### src/rtl/count_pkg.sv
// Shared encodings for the count/tick generator: FSM states, mode and limit-select codes.
package count_pkg;
  localparam logic [0:0] ST_IDLE       = 1'b0;
  localparam logic [0:0] ST_RUN        = 1'b1;
  localparam logic [0:0] MODE_PERIODIC = 1'b0;
  localparam logic [0:0] MODE_ONESHOT  = 1'b1;
  localparam logic [1:0] SW_R0 = 2'b00;
  localparam logic [1:0] SW_R1 = 2'b01;
  localparam logic [1:0] SW_R2 = 2'b10;
  localparam logic [1:0] SW_R3 = 2'b11;

  // A zero limit would never match count==limit-1 sensibly, so it behaves as 1.
  function automatic int unsigned lim_nz(input int unsigned r);
    return (r == 0) ? 1 : r;
  endfunction
endpackage

### src/rtl/count_prescaler.sv
// Clock prescaler: o_tick every i_presc+1 clocks while not cleared; i_presc is used live.
module count_prescaler #(
  parameter int PRESC_WIDTH = 8
) (
  input  logic                   clock,
  input  logic                   i_reset,
  input  logic                   i_clear,
  input  logic [PRESC_WIDTH-1:0] i_presc,
  output logic                   o_tick
);
  logic [PRESC_WIDTH-1:0] r_cnt;

  assign o_tick = !i_clear && (r_cnt == i_presc);

  // A shrunk i_presc below r_cnt lets the counter run on and wrap through zero.
  always_ff @(posedge clock or negedge i_reset) begin
    if (!i_reset)                r_cnt <= '0;
    else if (i_clear || o_tick)  r_cnt <= '0;
    else                         r_cnt <= r_cnt + PRESC_WIDTH'(1);
  end
endmodule

### src/rtl/count_tick_gen.sv
// Switch-selected tick generator: one-clock o_valid every N prescaled ticks, periodic or one-shot.
// Optional blink output o_toggle when COUNT_TICK_TOGGLE_EN is defined.
module count_tick_gen
  import count_pkg::*;
#(
  parameter int          DATA_WIDTH  = 32,
  parameter int unsigned R0          = 3,
  parameter int unsigned R1          = 10,
  parameter int unsigned R2          = 100,
  parameter int unsigned R3          = 5000,
  parameter int          PRESC_WIDTH = 8
) (
  input  logic                   clock,
  input  logic                   i_reset,
  input  logic                   i_enable,
  input  logic [1:0]             i_sw,
  input  logic                   i_mode,
  input  logic                   i_start,
  input  logic [PRESC_WIDTH-1:0] i_presc,
  output logic                   o_valid,
  output logic                   o_busy,
  output logic [DATA_WIDTH-1:0]  o_count
`ifdef COUNT_TICK_TOGGLE_EN
  ,output logic                  o_toggle
`endif
);
  localparam logic [DATA_WIDTH-1:0] LIM0 = DATA_WIDTH'(lim_nz(R0));
  localparam logic [DATA_WIDTH-1:0] LIM1 = DATA_WIDTH'(lim_nz(R1));
  localparam logic [DATA_WIDTH-1:0] LIM2 = DATA_WIDTH'(lim_nz(R2));
  localparam logic [DATA_WIDTH-1:0] LIM3 = DATA_WIDTH'(lim_nz(R3));

  logic [0:0]            r_state;
  logic [0:0]            r_mode;
  logic [DATA_WIDTH-1:0] r_limit;
  logic [DATA_WIDTH-1:0] r_count;
  logic                  r_valid;
  logic [DATA_WIDTH-1:0] w_lim;
  logic                  w_tick;
  logic                  w_last;
  logic                  w_fire;

  always_comb begin
    w_lim = LIM0;
    case (i_sw)
      SW_R0:   w_lim = LIM0;
      SW_R1:   w_lim = LIM1;
      SW_R2:   w_lim = LIM2;
      SW_R3:   w_lim = LIM3;
      default: w_lim = LIM0;
    endcase
  end

  count_prescaler #(.PRESC_WIDTH(PRESC_WIDTH)) u_presc (
    .clock   (clock),
    .i_reset (i_reset),
    .i_clear (r_state != ST_RUN),
    .i_presc (i_presc),
    .o_tick  (w_tick)
  );

  assign w_last = (r_count == r_limit - DATA_WIDTH'(1));
  // Disable on the terminal edge suppresses the pulse.
  assign w_fire = (r_state == ST_RUN) && i_enable && w_tick && w_last;

  always_ff @(posedge clock or negedge i_reset) begin
    if (!i_reset) begin
      r_state <= ST_IDLE;
      r_mode  <= MODE_PERIODIC;
      r_limit <= '0;
      r_count <= '0;
      r_valid <= 1'b0;
    end else begin
      r_valid <= 1'b0;
      case (r_state)
        ST_IDLE: begin
          r_count <= '0;
          if (i_enable && (i_mode == MODE_PERIODIC || i_start)) begin
            r_state <= ST_RUN;
            r_limit <= w_lim;
            r_mode  <= i_mode;
          end
        end
        ST_RUN: begin
          if (!i_enable) begin
            r_state <= ST_IDLE;
            r_count <= '0;
          end else if (w_tick) begin
            if (w_last) begin
              r_count <= '0;
              r_valid <= 1'b1;
              if (r_mode == MODE_ONESHOT) r_state <= ST_IDLE;
              else                        r_limit <= w_lim;
            end else begin
              r_count <= r_count + DATA_WIDTH'(1);
            end
          end
        end
        default: r_state <= ST_IDLE;
      endcase
    end
  end

  assign o_valid = r_valid;
  assign o_busy  = (r_state == ST_RUN);
  assign o_count = r_count;

`ifdef COUNT_TICK_TOGGLE_EN
  logic r_toggle;
  always_ff @(posedge clock or negedge i_reset) begin
    if (!i_reset)    r_toggle <= 1'b0;
    else if (w_fire) r_toggle <= ~r_toggle;
  end
  assign o_toggle = r_toggle;
`endif
endmodule
### config.mk
export PLATFORM = sky130hd
export DESIGN_NAME = count_tick_gen
export DESIGN_NICKNAME = d
export VERILOG_FILES = /design/src/rtl/count_pkg.sv /design/src/rtl/count_prescaler.sv /design/src/rtl/count_tick_gen.sv
export SDC_FILE = /design/constraint.sdc
export NUM_CORES = 1
export LEC_CHECK = 0
export ABC_CLOCK_PERIOD_IN_PS = 3100
export BUFFER_PORTS_ARGS = -buffer_cell sky130_fd_sc_hd__clkbuf_2
export CAP_MARGIN = 20
export CORE_ASPECT_RATIO = 1.4
export CORE_UTILIZATION = 50
export CTS_CLUSTER_SIZE = 25
export DETAILED_ROUTE_END_ITERATION = 8
export PLACE_DENSITY = 0.86
export REMOVE_ABC_BUFFERS = 1
export SETUP_SLACK_MARGIN = 0.1
export SLEW_MARGIN = 20
export SYNTH_ARGS = -nofsm -noshare
export SYNTH_HDL_FRONTEND = slang
export SYNTH_SLANG_ARGS = --single-unit
### constraint.sdc
create_clock -name clock -period 3.1 [get_ports clock]
set_clock_uncertainty 0.2 [all_clocks]
set_input_delay 0.62 -clock clock [delete_from_list [all_inputs] [get_ports clock]]
set_output_delay 0.62 -clock clock [all_outputs]
set_load 0.05 [all_outputs]
# After elaboration in Yosys (flattened, before gate mapping)
# Cells that the tools add are included.
# totals
regBits,75
in_bits,15
# op_classes
add_sub_neg,3
n_bitwise,2
eq_ne,11
reduce_logical,7
mux,22
# op_table
operator,n
$mux W32,8
$pmux W32 S2,2
$pmux W32 S4,1
$add A32 B1 Y32 const B,1
$eq A32 B32 Y1,1
$sub A32 B1 Y32 const B,1
$mux W1,9
$add A8 B1 Y8 const B,1
$eq A8 B8 Y1,1
$mux W8,1
$ne A2 B2 Y1 const B,3
$reduce_and A5 Y1,1
$eq A2 B2 Y1 const B,2
$ne A2 B1 Y1 const B,2
$ne A3 B2 Y1 const B,1
$eq A2 B1 Y1 const B,1
$logic_and A1 B1 Y1,2
$logic_not A2 Y1,1
$logic_or A1 B1 Y1,2
$not A1 Y1,2
$pmux W1 S2,1
$reduce_and A2 Y1,1

# Logic depth before layout (Yosys ltp)
# Gate-level depths: netlist (run 1).
# logic_depth
ltp_word,7
mapped_depth,11
ltp_nobuf,10

# By module
# From an unflattened synthesis (run 1), not the netlist that was laid out.
# hier_totals
cells_unflattened,365
area_unflattened_um2,3221.8
# by_module_without_submodules
mod,area_each_um2,instances,cells_per_inst
count_tick_gen,2697.6,1,319
count_prescaler,524.3,1,46

# Worst setup path after synthesis (run 1)
# Ideal clock, no wire load.
# synth_path
path_kind,reg2reg
start,reg r_limit[0]
end,reg r_count[10] (netlist: o_count[10])
arrival_time_ps,2917
required_time_ps,2779
setup_ps,121
n_path_buf,1
path_stages_with_launch,12
setup_slack_ps,-138
cell_sequence,dfrtp_1 inv_1 ha_1 nor4b_1 ha_1 and3b_1 o22ai_1 a2111oi_0 nand4_1 a21oi_2 buf_2 nor2_1
# synth_between
elab_chain_len,6
# synth_rtl
element,line_no,text
start: declaration,count_tick_gen.sv:34,logic [DATA_WIDTH-1:0] r_limit;
start signal: assignment,count_tick_gen.sv:79,r_limit <= w_lim;
start signal: assignment,count_tick_gen.sv:92,else r_limit <= w_lim;
$sub A32 B1 Y32,count_tick_gen.sv:61,assign w_last = (r_count == r_limit - DATA_WIDTH'(1));
$eq A32 B32 Y1,count_tick_gen.sv:61,
$mux W32,count_tick_gen.sv:88,if (w_last) begin
$mux W32,count_tick_gen.sv:87,end else if (w_tick) begin
$mux W32,count_tick_gen.sv:84,if (!i_enable) begin
$pmux W32 S2,count_tick_gen.sv:74,case (r_state)
end signal: assignment,count_tick_gen.sv:94,r_count <= r_count + DATA_WIDTH'(1);
end: declaration,count_tick_gen.sv:35,logic [DATA_WIDTH-1:0] r_count;
# Every way passes these cells. The select of a mux whose other input is x is not followed.
# A chain may end at the register's enable or synchronous reset.

# Final worst setup path (run 1)
# layout_path
start,reg r_limit[0]
end,reg r_limit[1]
# layout_between
elab_chain_len,4
# layout_rtl
element,line_no
$sub A32 B1 Y32,count_tick_gen.sv:61
$eq A32 B32 Y1,count_tick_gen.sv:61
$ne A2 B1 Y1 (no line),n/a
$reduce_and A5 Y1 (no line),n/a
# Every way passes these cells.

==> results of run 1 <==
==> routing by layer <==
layer  wire length, um  global-route usage (%)  vias to the layer above
li1                  -                       -                     1388
met1              3470                    35.7                     1492
met2              4500                    50.1                      193
met3               667                    4.23                       40
met4               408                    17.7                        0
met5                 0                       0                        -
==> worst paths after layout <==
kind                                  start               end
hold / removal                      i_reset        r_limit[3]
max in group asynchronous           i_reset       o_count[21]
hold reg to reg            u_presc.r_cnt[7]  u_presc.r_cnt[7]
setup reg to reg                 r_limit[0]        r_limit[1]
setup / recovery                 r_limit[0]        r_limit[1]
min in group clock                   i_mode            r_mode
==> repair_timing <==
item | CTS | global route
setup buffers | 6 | 2
resized for setup | 20 | 25
pin swaps | 9 | 12
setup endpoints to repair | 38 | 37
==> state kept, by name (all words and copies together), names as in the netlist <==
signal and flops:
o_count 32, o_valid 1, r_mode 1, o_busy 1, r_limit 5, u_presc.r_cnt 8
==> where the power goes <==
part / switching, mW / leakage (nW) / total, mW / internal, mW
combinational: 0.222 / 0.923 / 0.409 / 0.187
clock: 0.231 / 0.0583 / 0.474 / 0.243
sequential: 0.0262 / 0.656 / 0.670 / 0.644
total: 0.479 / 1.64 / 1.55 / 1.07
==> cell type report <==
| type | count | area share [%] |
|---|---|---|
| Timing Repair Buffer | 78 | 12.7 |
| Clock inverter | 3 | 1.22 |
| Multi-Input combinational cell | 269 | 49.9 |
| Inverter | 13 | 1.26 |
| Clock buffer | 5 | 1.77 |
| Sequential cell | 48 | 30.9 |
| Tap cell | 70 | 2.25 |
==> cells in the mapped netlist (5+ instances only) <==
library cell	n
nor3_1	20
nand3_1	21
and3_1	7
ha_1	6
o21ai_0	6
xor2_1	17
nor4_1	13
nor2_1	36
o31ai_1	5
o22ai_1	6
nand2_1	32
xnor2_1	25
inv_1	13
nand4_1	17
clkbuf_1	12
dfrtp_1	48
a31oi_1	5
==> stage by stage <==
step	setup slack, ps	util [%]	cells
after floorplan	-413	-	330
after global placement	-4.33	59.5	470
after detailed placement	-236	59.5	470
after CTS	-87.4	63.7	484
after global routing	-226	66.3	486
final	-112	66.3	486
==> cell families (layout without fill, tap and decap cells) <==
family / Yosys count / count (layout)
buffers and inverters: 29 / 99
AO/OA/AOI/OAI: 45 / 45
flip-flops: 48 / 48
XOR/XNOR: 42 / 42
multiplexers: 6 / 6
AND/OR/NAND/NOR: 170 / 170
adder cells (fa/ha/maj): 6 / 6
==> worst reg2reg max path, cell delays in order, from the launching register on <==
cell and delay, ps:
dfrtp_1 410, or4_4 580, inv_2 80, ha_2 270
xor2_1 170, nand3_2 120, nor4_2 320, nand4_2 200
o41ai_4 230, buf_4 200, buf_6 110, mux2i_1 230
==> impl_metrics.ini, run 1 <==
[synth]
synth_top_family_by_area = simple AND/OR/NAND/NOR gates
synth_top_area_share_pct = 39.4
synth-seq-cells = 48
syn_area_mm2 = 0.00305
synth_compound_area_share_pct = 11.2
synth_top_area_cell = dfrtp_1
synth.distinct_cells = 50
yosys-top-cells-area = dfrtp_1, xnor2_1, xor2_1, nor2_1, nand2_1
yosysWarningCount = 0
synth-xor-area-share_pct = 12.1
async_reset_ff_share_pct = 100
synth.avg_cell_area_um2 = 8.82
synth_ff_type = dfrtp_1
yosys-mux-area-fraction_pct = 2.13
yosysSeqAreaShare_pct = 39.4
synth_adder_area_share_pct = 2.46
synth_cells = 346
synthSimpleGateAreaFrac_pct = 28.8
synth_edf_count = 0

[outcome]
status = finished with violations
violations = negative setup slack

[final_layout]
fillers = 464
area.sequential_mm2 = 0.00120
multi_input_area_mm2 = 0.00194
antenna_cells = 0
final_area_mm2 = 0.00389
layout-drive-gt1-share_pct = 30.0
syn2layout_area_growth_pct = 27.4
layout_common_cells = clkbuf_2, dfrtp_1, nor2_1
nNetsFinal = 436

[worst_setup_path]
path_cells = or4_4 -> inv_2 -> ha_2 -> xor2_1 -> nand3_2 -> nor4_2 -> nand4_2 -> o41ai_4 -> buf_4 -> buf_6 -> mux2i_1
critPathTopFamily = simple AND/OR/NAND/NOR gates
worstSetupPathDepth = 11
critPathMaxFanout = 4
cp_num_buf_inv = 3
max_stage_delay_ps = 580
arrival_ps = 3230
end_kind = register
cp-start-kind = register
worstPathRequired_ps = 3120
path_class = register to register
cp_slowest_cell = or4_4
r2r_slack_ps = -110
r2r_cells = 11

[placed_design]
io_buffers = 48
dp_hpwl_um = 6130
place_area_mm2 = 0.00349
gp_congestion = 0.936

[clock_network]
clkTransAtPathRegs_ps = 90
ctsHoldBuffers = 0
clock_latency_ps = 310
clk_path_buf_depth = 2
htreeDepth = 2
cts_root_buf = clkbuf_8
numCtsBuffers = 5
cts_tree = built
clock-sinks = 48

[timing]
setup_ws_ps = -112
tightest_slew_ps = 853
fin_crit_sh_pct = 104
finalHoldViolations = 0
tns_ps = -697
rsz0062_at_grt = yes
drv_slew = 0
max_freq_mhz = 311
slew_headroom_pct = 43.1
fin_crit_ps = 3210
finalSetupViolCount = 22
holdWs_ps = 93.0

[global_routing]
antenna_found_initial = 0
overflow = 0
grt_pass1_vias = 3079
track_usage_pct = 30.1
grt_max_degree = 27
grt_pass1_wl_um = 14600

[route]
routed_wl_um = 9050
drc_errors = 0
vias_per_cell = 6.41
drtPass1Iterations = 5
drt_iter0_drc = 236
vias = 3113
avgRoutedWirePerCell_um = 18.6
drtAntennaViolNets = 0

[floorplanning]
io_pins = 49
core_mm2 = 0.00586
start_util_pct = 52.0
design.die.area_mm2 = 0.00642
row_count = 33
die_h_um = 94.4
dieWidth_um = 68.0

[power]
power_density_mw_per_mm2 = 399
power.total_mw = 1.55
p_leak_nw = 1.64
peakVddDrop_mv = 0.256

[run]
drv_cap = 0

[min_path]
min_path_type = input pin to asynchronous set/reset pin
(Power assumes the default switching activity.)
==> run 2: changes to the inputs <==
--- a/config.mk
+++ b/config.mk
@@ -5,14 +5,14 @@
 export SDC_FILE = /design/constraint.sdc
 export NUM_CORES = 1
 export LEC_CHECK = 0
-export ABC_CLOCK_PERIOD_IN_PS = 3100
+export ABC_CLOCK_PERIOD_IN_PS = 4150
 export BUFFER_PORTS_ARGS = -buffer_cell sky130_fd_sc_hd__clkbuf_2
 export CAP_MARGIN = 20
 export CORE_ASPECT_RATIO = 1.4
 export CORE_UTILIZATION = 50
 export CTS_CLUSTER_SIZE = 25
 export DETAILED_ROUTE_END_ITERATION = 8
-export PLACE_DENSITY = 0.86
+export PLACE_DENSITY = 0.83
 export REMOVE_ABC_BUFFERS = 1
 export SETUP_SLACK_MARGIN = 0.1
 export SLEW_MARGIN = 20
==> constraint.sdc (replaced) <==
create_clock -name clock -period 4.15 [get_ports clock]
set_clock_uncertainty 0.2 [all_clocks]
set_input_delay 0.83 -clock clock [delete_from_list [all_inputs] [get_ports clock]]
set_output_delay 0.83 -clock clock [all_outputs]
set_load 0.05 [all_outputs]
==> run 2 against run 1 <==
Against the previous run: the run now ends clean; die area unchanged; flip-flop and latch count unchanged; wire length decreased by 12%; utilization decreased by 7.1 points; critical path depth decreased by 1; clock power decreased by 25%; worst hold slack improved by 210 ps; first-iteration DRC count decreased by 45%; sequential power decreased by 24%; clock-buffer cell count unchanged; largest power group unchanged.
==> impl_metrics.ini, run 2 (synthesized netlist as in run 1, its figures left out) <==
[timing]
max_freq_mhz = 282
finalHoldViolations = 0
slew_headroom_pct = 51.8
setup_ws_ps = 598
finalSetupViolCount = 0
rsz0062_at_grt = no
fin_crit_sh_pct = 85.6
fin_crit_ps = 3550
tightest_slew_ps = 723
drv_slew = 0
tns_ps = 0

[clock_network]
clk_path_buf_depth = 2
htreeDepth = 2
cts_setup_buffers = 0
cts_tree = built
clkTransAtPathRegs_ps = 100
numCtsBuffers = 5
clock-sinks = 48
clock_latency_ps = 310
cts_root_buf = clkbuf_8
cts_resized = 0
ctsHoldBuffers = 0

[min_path]
min_path_type = input pin to asynchronous set/reset pin

[placed_design]
io_buffers = 48
dp_hpwl_um = 5760
dp_slack_ps = 498
gp_congestion = 0.932

[worst_setup_path]
critPathMaxFanout = 12
arrival_ps = 3530
endpoint = o_count[7]
path_class = register to register
crit_start = r_limit[0]
end_kind = register
rr_endpoint = o_count[7]
worstPathRequired_ps = 4120
r2r_slack_ps = 600
r2r_cells = 10
cp-start-kind = register
rr_startpoint = r_limit[0]

[global_routing]
busiest_layer = met2
track_usage_pct = 27.2
grt_pass1_wl_um = 13300
met3_usage_pct = 4.59
grt_pass1_vias = 2747
overflow = 0
grt_use_met2_pct = 44.3
grt_max_degree = 36
antenna_found_initial = 0
met1_usage_pct = 33.5

[final_layout]
layout-drive-gt1-share_pct = 19.2
layout_common_cells = clkbuf_2, dfrtp_1, nor2_1
fillers = 535
syn2layout_area_growth_pct = 13.8
largest_register_ffs = 32
antenna_cells = 0
nNetsFinal = 411

[floorplanning]
design.die.area_mm2 = 0.00642
die_h_um = 94.4
start_util_pct = 52.0
io_pins = 49
row_count = 33
dieWidth_um = 68.0
core_mm2 = 0.00586

[run]
drv_cap = 0

[route]
vias = 2891
drtPass1Iterations = 4
drc_errors = 0
drtAntennaViolNets = 0
avgRoutedWirePerCell_um = 17.3
routed_wl_um = 7950
vias_per_cell = 6.27
drt_iter0_drc = 130

[outcome]
status = complete, no violations

[power]
peakVddDrop_mv = 0.145
p_leak_nw = 1.45
power_density_mw_per_mm2 = 301
-- run 2: layer usage --
metal	up-vias	routed length, um
met5	-	0
met4	0	335
met3	26	507
met2	142	3910
met1	1371	3200
li1	1352	-
-- run 2: worst min path at each step --
stage,start,end,slack (ps),depth (start not counted)
floorplan,u_presc.r_cnt[0],u_presc.r_cnt[0],300,1
global placement,r_mode,o_busy,340,1
detailed placement,u_presc.r_cnt[7],u_presc.r_cnt[7],350,2
CTS,i_reset,r_limit[6],320,1
global route,i_reset,r_limit[6],350,1
finish,i_reset,r_limit[6],300,1
-- run 2: power breakdown --
group	leakage (nW)	switching [mW]	internal [mW]
registers	0.656	0.0257	0.481
logic	0.743	0.109	0.0761
clock network	0.0548	0.172	0.182
total	1.45	0.307	0.738
-- run 2: area by class of cell --
class | count | area, um2 | share of cell area, %
clock inverter | 3 | 46.3 | 1.33
multi-input combinational | 269 | 1740 | 50.1
clock buffer | 5 | 68.8 | 1.98
timing repair buffer | 53 | 278 | 8.00
tap | 70 | 87.6 | 2.52
sequential | 48 | 1200 | 34.6
inverter | 13 | 48.8 | 1.41
-- run 2: metrics by stage --
step,power [mW],instance area (um2),util [%],cells,hold WS [ps]
3_3_place_gp,0.692,3350,57.1,453,340
5_1_grt,1.09,3470,59.2,461,352
6_report,1.05,3470,59.2,461,299
4_1_cts,1.05,3460,59.1,461,320
3_5_place_dp,0.697,3350,57.1,453,348
2_1_floorplan,0.639,2980,-,330,304
-- run 2: critical path, cell delays in order (launching register included) --
cell and delay (ps):
dfrtp_1 450, inv_1 80, ha_1 210, nor4b_2 350
ha_1 310, and3b_1 230, o22ai_1 90, a2111oi_0 570
and4_2 340, or3_1 390, o311ai_0 200
